File: src/rtl/counter_seq_ctrl.sv
// Command-driven wide up-counter with incrementally tracked residues mod MOD_A and MOD_B.
// Optional compare/match output enabled by defining COUNTER_SEQ_MATCH_EN.
module counter_seq_ctrl #(
  parameter int WIDTH = 32,
  parameter int MOD_A = 3,
  parameter int MOD_B = 7
) (
  input  logic                     clk,
  input  logic                     rst,
  input  logic                     cmd_valid,
  output logic                     cmd_ready,
  input  logic [1:0]               cmd_op,
  input  logic [WIDTH-1:0]         cmd_data,
  input  logic                     abort,
`ifdef COUNTER_SEQ_MATCH_EN
  input  logic [WIDTH-1:0]         cmp_val,
  output logic                     match,
`endif
  output logic [WIDTH-1:0]         cnt,
  output logic [$clog2(MOD_A)-1:0] res_a,
  output logic [$clog2(MOD_B)-1:0] res_b,
  output logic                     busy,
  output logic                     done,
  output logic                     aborted
);

  localparam int RA_W = $clog2(MOD_A);
  localparam int RB_W = $clog2(MOD_B);

  localparam logic [1:0] OP_CLEAR = 2'b00;
  localparam logic [1:0] OP_RUN   = 2'b01;
  localparam logic [1:0] OP_STEP  = 2'b10;

  typedef enum logic {IDLE = 1'b0, RUN = 1'b1} state_t;

  state_t           state;
  logic [WIDTH-1:0] rem;
  logic             accept;
  logic             clr;
  logic             inc;
  logic             wrap;
  logic [WIDTH-1:0] cnt_inc;

  function automatic logic [RA_W-1:0] res_a_inc(input logic [RA_W-1:0] r);
    return (r == RA_W'(MOD_A - 1)) ? '0 : r + 1'b1;
  endfunction

  function automatic logic [RB_W-1:0] res_b_inc(input logic [RB_W-1:0] r);
    return (r == RB_W'(MOD_B - 1)) ? '0 : r + 1'b1;
  endfunction

  assign cmd_ready = (state == IDLE);

  always_comb begin
    accept  = (state == IDLE) && cmd_valid;
    clr     = accept && (cmd_op == OP_CLEAR);
    inc     = (state == RUN) ? !abort : (accept && (cmd_op == OP_STEP));
    cnt_inc = cnt + 1'b1;
    wrap    = &cnt;
  end

  always_ff @(posedge clk) begin
    if (rst) begin
      state   <= IDLE;
      busy    <= 1'b0;
      done    <= 1'b0;
      aborted <= 1'b0;
      cnt     <= '0;
      res_a   <= '0;
      res_b   <= '0;
`ifdef COUNTER_SEQ_MATCH_EN
      match   <= 1'b0;
`endif
    end else begin
      done    <= 1'b0;
      aborted <= 1'b0;
      case (state)
        IDLE: begin
          if (accept && (cmd_op == OP_RUN)) begin
            if (cmd_data == '0) begin
              done <= 1'b1;
            end else begin
              rem   <= cmd_data;
              state <= RUN;
              busy  <= 1'b1;
            end
          end
        end
        RUN: begin
          // abort beats the final increment: no count, aborted pulse only
          if (abort) begin
            state   <= IDLE;
            busy    <= 1'b0;
            aborted <= 1'b1;
          end else begin
            rem <= rem - 1'b1;
            if (rem == WIDTH'(1)) begin
              state <= IDLE;
              busy  <= 1'b0;
              done  <= 1'b1;
            end
          end
        end
      endcase

      // residues restart at zero on counter wrap so they stay equal to cnt mod M
      if (clr) begin
        cnt   <= '0;
        res_a <= '0;
        res_b <= '0;
      end else if (inc) begin
        cnt   <= cnt_inc;
        res_a <= wrap ? '0 : res_a_inc(res_a);
        res_b <= wrap ? '0 : res_b_inc(res_b);
      end

`ifdef COUNTER_SEQ_MATCH_EN
      match <= inc && (cnt_inc == cmp_val);
`endif
    end
  end

endmodule

File: config.mk
export PLATFORM = sky130hd
export DESIGN_NAME = counter_seq_ctrl
export DESIGN_NICKNAME = d
export VERILOG_FILES = /design/src/rtl/counter_seq_ctrl.sv
export SDC_FILE = /design/constraint.sdc
export NUM_CORES = 1
export LEC_CHECK = 0
export ABC_CLOCK_PERIOD_IN_PS = 8500
export CAP_MARGIN = 20
export CORE_ASPECT_RATIO = 0.9
export CORE_MARGIN = 10
export CORE_UTILIZATION = 30
export DETAILED_ROUTE_END_ITERATION = 7
export PLACE_DENSITY_LB_ADDON = 0.05
export SLEW_MARGIN = 20
export SYNTH_ARGS = -nofsm -noshare
export SYNTH_HDL_FRONTEND = slang
export SYNTH_SLANG_ARGS = --single-unit
File: constraint.sdc
create_clock -name clk -period 8.5 [get_ports clk]
set_clock_uncertainty 0.1 [all_clocks]
set_input_delay 0.85 -clock clk [delete_from_list [all_inputs] [get_ports clk]]
set_output_delay 0.85 -clock clk [all_outputs]
set_load 0.02 [all_outputs]
Word-level counts from Yosys, hierarchy flattened
Index checks and enable logic that the tools add are counted.
- register bits: 73
- latch bits: 0
- bits in writable memories: 0
- bits in read-only memories: 0
- bits of input ports: 38
- output and inout port bits: 41
- logic and storage cells: 60
- memories: 0
- add/sub/neg operators: 4
- multiply operators: 0
- div/mod/pow operators: 0
- $lt $le $gt $ge: 0
- eq/ne operators: 9
- shift operators: 0
- multiplexer cells: 25
- bitwise operators: 2
- reductions and logical operators: 12
- operators by type and width (kind ; number):
    2-to-1 mux 32 bit ; 3
    case mux 32 bit (2 select lines) ; 1
    adder 32 x 1 -> 32 bit (second input constant) ; 1
    == test 32 x 1 -> 1 bit (second input constant) ; 1
    logical NOT 32 bit ; 1
    AND reduction 32 bit ; 1
    subtractor 32 x 1 -> 32 bit (second input constant) ; 1
    2-to-1 mux 1 bit ; 14
    2-to-1 mux 3 bit ; 2
    case mux 1 bit (2 select lines) ; 3
    == test 2 bit (second input constant) ; 2
    logical AND 1 bit ; 4
    2-to-1 mux 2 bit ; 2
    inequality test 2 bit (second input constant) ; 2
    AND reduction 4 bit ; 1
    OR reduction 2 bit ; 2
    adder 3 x 1 -> 3 bit (second input constant) ; 1
    == test 3 bit (second input constant) ; 1
    inequality test 3 x 2 -> 1 bit (second input constant) ; 1
    AND reduction 3 bit ; 1
    adder 2 x 1 -> 2 bit (second input constant) ; 1
    == test 2 x 1 -> 1 bit (second input constant) ; 1
    logical NOT 2 bit ; 1
    inequality test 2 x 1 -> 1 bit (second input constant) ; 1
    2 further kinds ; 3

Longest topological paths before layout
- word-level depth: 5
- depth in mapped cells: 8
- mapped depth without buffers: 7

Least setup slack after synthesis
No wires, ideal clock.
- path kind: input to register
- from: input port cmd_op[1]
- to: register rem[0], enable pin
- setup time: 0.432 ns
- arrival: 2.962 ns
- path slack: 5.005 ns
- cell stages on the path: 3
- buffers on the path: 0
- cell sequence: nor3b_1 -> o211ai_1 -> a21oi_1
- cells in the longest elaborated chain, start to end: 4
- RTL lines (element ; line ; RTL):
    from (decl) ; 12 ; input logic [1:0] cmd_op,
    == test 2 x 1 -> 1 bit ; 79 ; if (accept && (cmd_op == OP_RUN)) begin
    logical AND 1 bit ; 79 ;
    inequality test 2 x 1 -> 1 bit (no source line) ; - ;
    AND reduction 4 bit (no source line) ; - ;
    to (signal assigned) ; 83 ; rem <= cmd_data;
    to (signal assigned) ; 96 ; rem <= rem - 1'b1;
    to (decl) ; 37 ; logic [WIDTH-1:0] rem;
No other way between the ends.
A chain may end at the register's enable or synchronous reset.

Worst setup path in the final report
- from: input port cmd_op[0]
- to: register cnt[31]
- cells in the longest elaborated chain, start to end: 3
- elaborated cells between the ends (all ways): 6
- classes of those cells: eq/ne (1); mux (1); reduce/logical (4)
- RTL lines (element ; line ; RTL):
    == test 2 bit / logical NOT 2 bit (equally long branches) ; 57, 56 ;
    logical AND 1 bit, on equally long branches ; 57, 56 ;
    2-to-1 mux 1 bit / OR reduction 2 bit (equally long branches) ; - ;
    to (signal assigned) ; 112 ; cnt <= cnt_inc;
    to (decl) ; 19 ; output logic [WIDTH-1:0] cnt,
Several ways; a longest one is shown, not always the timed one.

==> impl_metrics.toml <==
[drt]
routedWlPerCell_um = 16.6
detail_route.wirelength_um = 11000
drt-pass1-iter-count = 4
drt_first_iter_violations = 157
drtAntennaViolNets = 0
drc_errors = 0
num_vias = 3283
vias_per_cell = 4.97

[grt]
grt_first_pass_wirelength_um = 18000
grt_max_degree = 65
first_global_vias = 3354
initial_antenna_violation_count = 0
grt.overflow.total = 0
globalRouteTotalUtil = 0.123

[place]
gp_congestion = 0.768
port_buffers = 78
placed_wire_length_estimate_after_detailed_placement_um = 7850

[clocking]
number_of_post_cts_setup_repair_buffers = 0
cts_inserted_buffers = 9
cts_resized = 0
insertion_delay_ns = 0.34
clk_path_buf_depth = 2
clock_transition_at_the_registers_of_the_reported_paths_ns = 0.06
cts-root-buf = "clkbuf_16"
cts_tree = "done"
cts.htree.levels = 3
post_cts_hold_buffer_count = 0
cts.sink_count = 73

[critical_path]
critical_path.reg2reg.startpoint = "state"
highest_net_fanout_along_the_worst_path = 12
r2r.worst_path.cells = 6
crit_path_start_kind = "input pin"
worst-r2r-setup-slack_ns = 5.46
cpMaxStageDelayCell = "a211oi_2"
crit_path_max_delay_family = "simple AND/OR/NAND/NOR gates"
path_length_in_cells_of_the_critical_path = 6
total_buffers_and_inverters_traversed_by_the_critical_path = 1
worstSetupEndpointType = "flip-flop"
timing.critical_path.slowest_cell_delay_ns = 0.86
timing.critical_path.cells = "clkdlybuf4s50_1 -> nand4bb_1 -> a211oi_2 -> nand2_1 -> or4_1 -> a21oi_1"
critPathRequiredTime_ns = 8.66
startpoint = "cmd_op[0]"
worst-endpoint-arrival_ns = 3.45
setup.worst_path.class = "in -> reg"

[final_layout]
final_layout_size_suffix_gt1_frac = 0.0625
fin_nets = 532
fill_cells = 1282
final_common_cell = "clkdlybuf4s50_1"
antennaDiodeCount = 0
post-route-util = 0.402
mostFrequentLayoutCells = "clkdlybuf4s50_1, nor2_1, xor2_1, dfxtp_1, a21oi_1"
syn_to_final_growth_pct = 30.8

[timing]
achievable-frequency_ghz = 0.304
setup_viol_count_final = 0
report.final.slew_viol_count = 0
grt_setup_unrepaired = "no"
hold_viol = 0
worstMarginPinSlew_ns = 0.898
post-route-period-util = 0.387
worst_slew_margin_rel = 0.400
tns_ns = 0
final.min_clock_period_ns = 3.29

[synthesis]
post_synth_simple_gate_area = 0.276
ys.flop_type = "dfxtp_1"
asyncSetResetFlopFracSynth = 0
synth_area_um2 = 3900
synth-edff-count = 32
post_synth_mux_area_share = 0.00289
synth-warning-count = 0
synth_area_in_adders = 0.00963
largest_family_of_logic_cells_by_synthesized_area = "simple AND/OR/NAND/NOR gates"
yosysSeqAreaShare = 0.457
distinct_cells_synth = 48
syn-num-nets = 458
synth_xor_xnor_area_share = 0.126
ys_ff_latch = 73
compound_gate_portion_of_the_synthesized_area = 0.0928
synth_area_per_cell_um2 = 9.35
post_synth_inst_count = 417

[hold_path]
hold_start = "cnt[1]"
hp-class = "reg -> reg"
number_of_stages_on_the_worst_hold_path = 2

[power]
pwr_density_cell_nw_per_um2 = 159
cellLeakagePower_nw = 1.64
vdd_drop_max_mv = 0.0875

[flow_run]
max_cap_viol_count = 0

[status]
status = "finished, final reports clean"

[floorplanning]
floorplan.die_area_um2 = 18000
design.core.area_um2 = 12700
die_h_um = 128
floorplan.io_pins = 79
initial_utilization = 0.307
rows = 39
die_x_um = 140
per-layer routing:
metal	global-route usage	vias to the layer above	wire length (um)
met4	0.0358	0	120
met5	0	-	0
li1	-	1665	-
met3	0.0478	9	633
met2	0.183	68	4850
met1	0.162	1541	5370
flip-flops by register name, summed over array words and instances, names as in the netlist:
name,cells
busy,1
rem,32
state,1
done,1
res_a,2
aborted,1
res_b,3
cnt,32
cell usage after synthesis (2+ instances only):
cell type | instances | area, um^2
nand2b_1 | 4 | 25.0
and4_1 | 2 | 17.5
o21ai_0 | 5 | 25.0
and3_1 | 4 | 25.0
nand2_1 | 21 | 78.8
xor2_1 | 43 | 377
a32o_1 | 3 | 30.0
or4_1 | 5 | 37.5
nand3b_1 | 2 | 15.0
xnor2_1 | 13 | 114
buf_6 | 3 | 33.8
nor3_1 | 10 | 50.1
a21oi_1 | 38 | 190
clkbuf_1 | 11 | 41.3
a211oi_2 | 2 | 25.0
inv_1 | 7 | 26.3
nand4b_1 | 5 | 43.8
clkbuf_8 | 2 | 27.5
nor2_1 | 75 | 282
nor4_1 | 14 | 87.6
ha_1 | 3 | 37.5
buf_2 | 2 | 10.0
nor3b_1 | 2 | 15.0
a31oi_1 | 2 | 12.5
nand3_1 | 19 | 95.1
o31ai_1 | 2 | 15.0
edfxtp_1 | 32 | 961
nand4_1 | 22 | 138
or3_1 | 2 | 12.5
nor4_4 | 4 | 85.1
dfxtp_1 | 41 | 821
stage by stage:
stage	hold WS, ns	area [um^2]	setup WS, ns	std cells	power, mW
2_1_floorplan	0.452	3900	5.01	417	0.417
3_3_place_gp	0.387	4800	4.96	644	0.448
3_5_place_dp	0.385	4800	4.89	644	0.449
4_1_cts	0.396	5090	5.25	660	0.824
5_1_grt	0.445	5100	5.00	660	0.845
6_report	0.394	5100	5.21	660	0.811
final cells by class:
class	instances	area (um^2)	share of cell area
multi-input cells	319	2000	0.391
flip-flops and latches	73	1780	0.350
repair buffers	81	803	0.158
clock buffers	14	275	0.0540
well taps	164	205	0.0402
inverters	7	26.3	0.00515
clock inverters	2	10.0	0.00196
report_power, final:
part	internal, mW	switching (mW)	leakage, nW	total, mW
combinational	0.0296	0.0312	0.874	0.0608
sequential	0.374	0.00606	0.622	0.380
clock	0.223	0.147	0.142	0.370
worst register-to-register path: cells and delay by family, from the launching register on:
kind	cells	cell delay, ns
buffers and inverters	1	0.50
and+or+nand+nor	3	1.09
DFF	1	0.31
AOI/OAI and AO/OA	2	0.96
cells by family (layout without fill, tap and decap cells):
group	count (synthesis)	in the layout
flip-flops	73	73
AO/OA/AOI/OAI	60	60
XOR/XNOR	56	56
adder cells (fa/ha/maj)	3	3
buffers and inverters	25	104
multiplexers	1	1
AND/OR/NAND/NOR	199	199
path summary, 6_finish.rpt:
kind              to
min reg2reg   cnt[1]
min           cnt[1]
max          cnt[31]
max reg2reg  cnt[31]
Note: power is estimated with default switching activity, not from simulation.
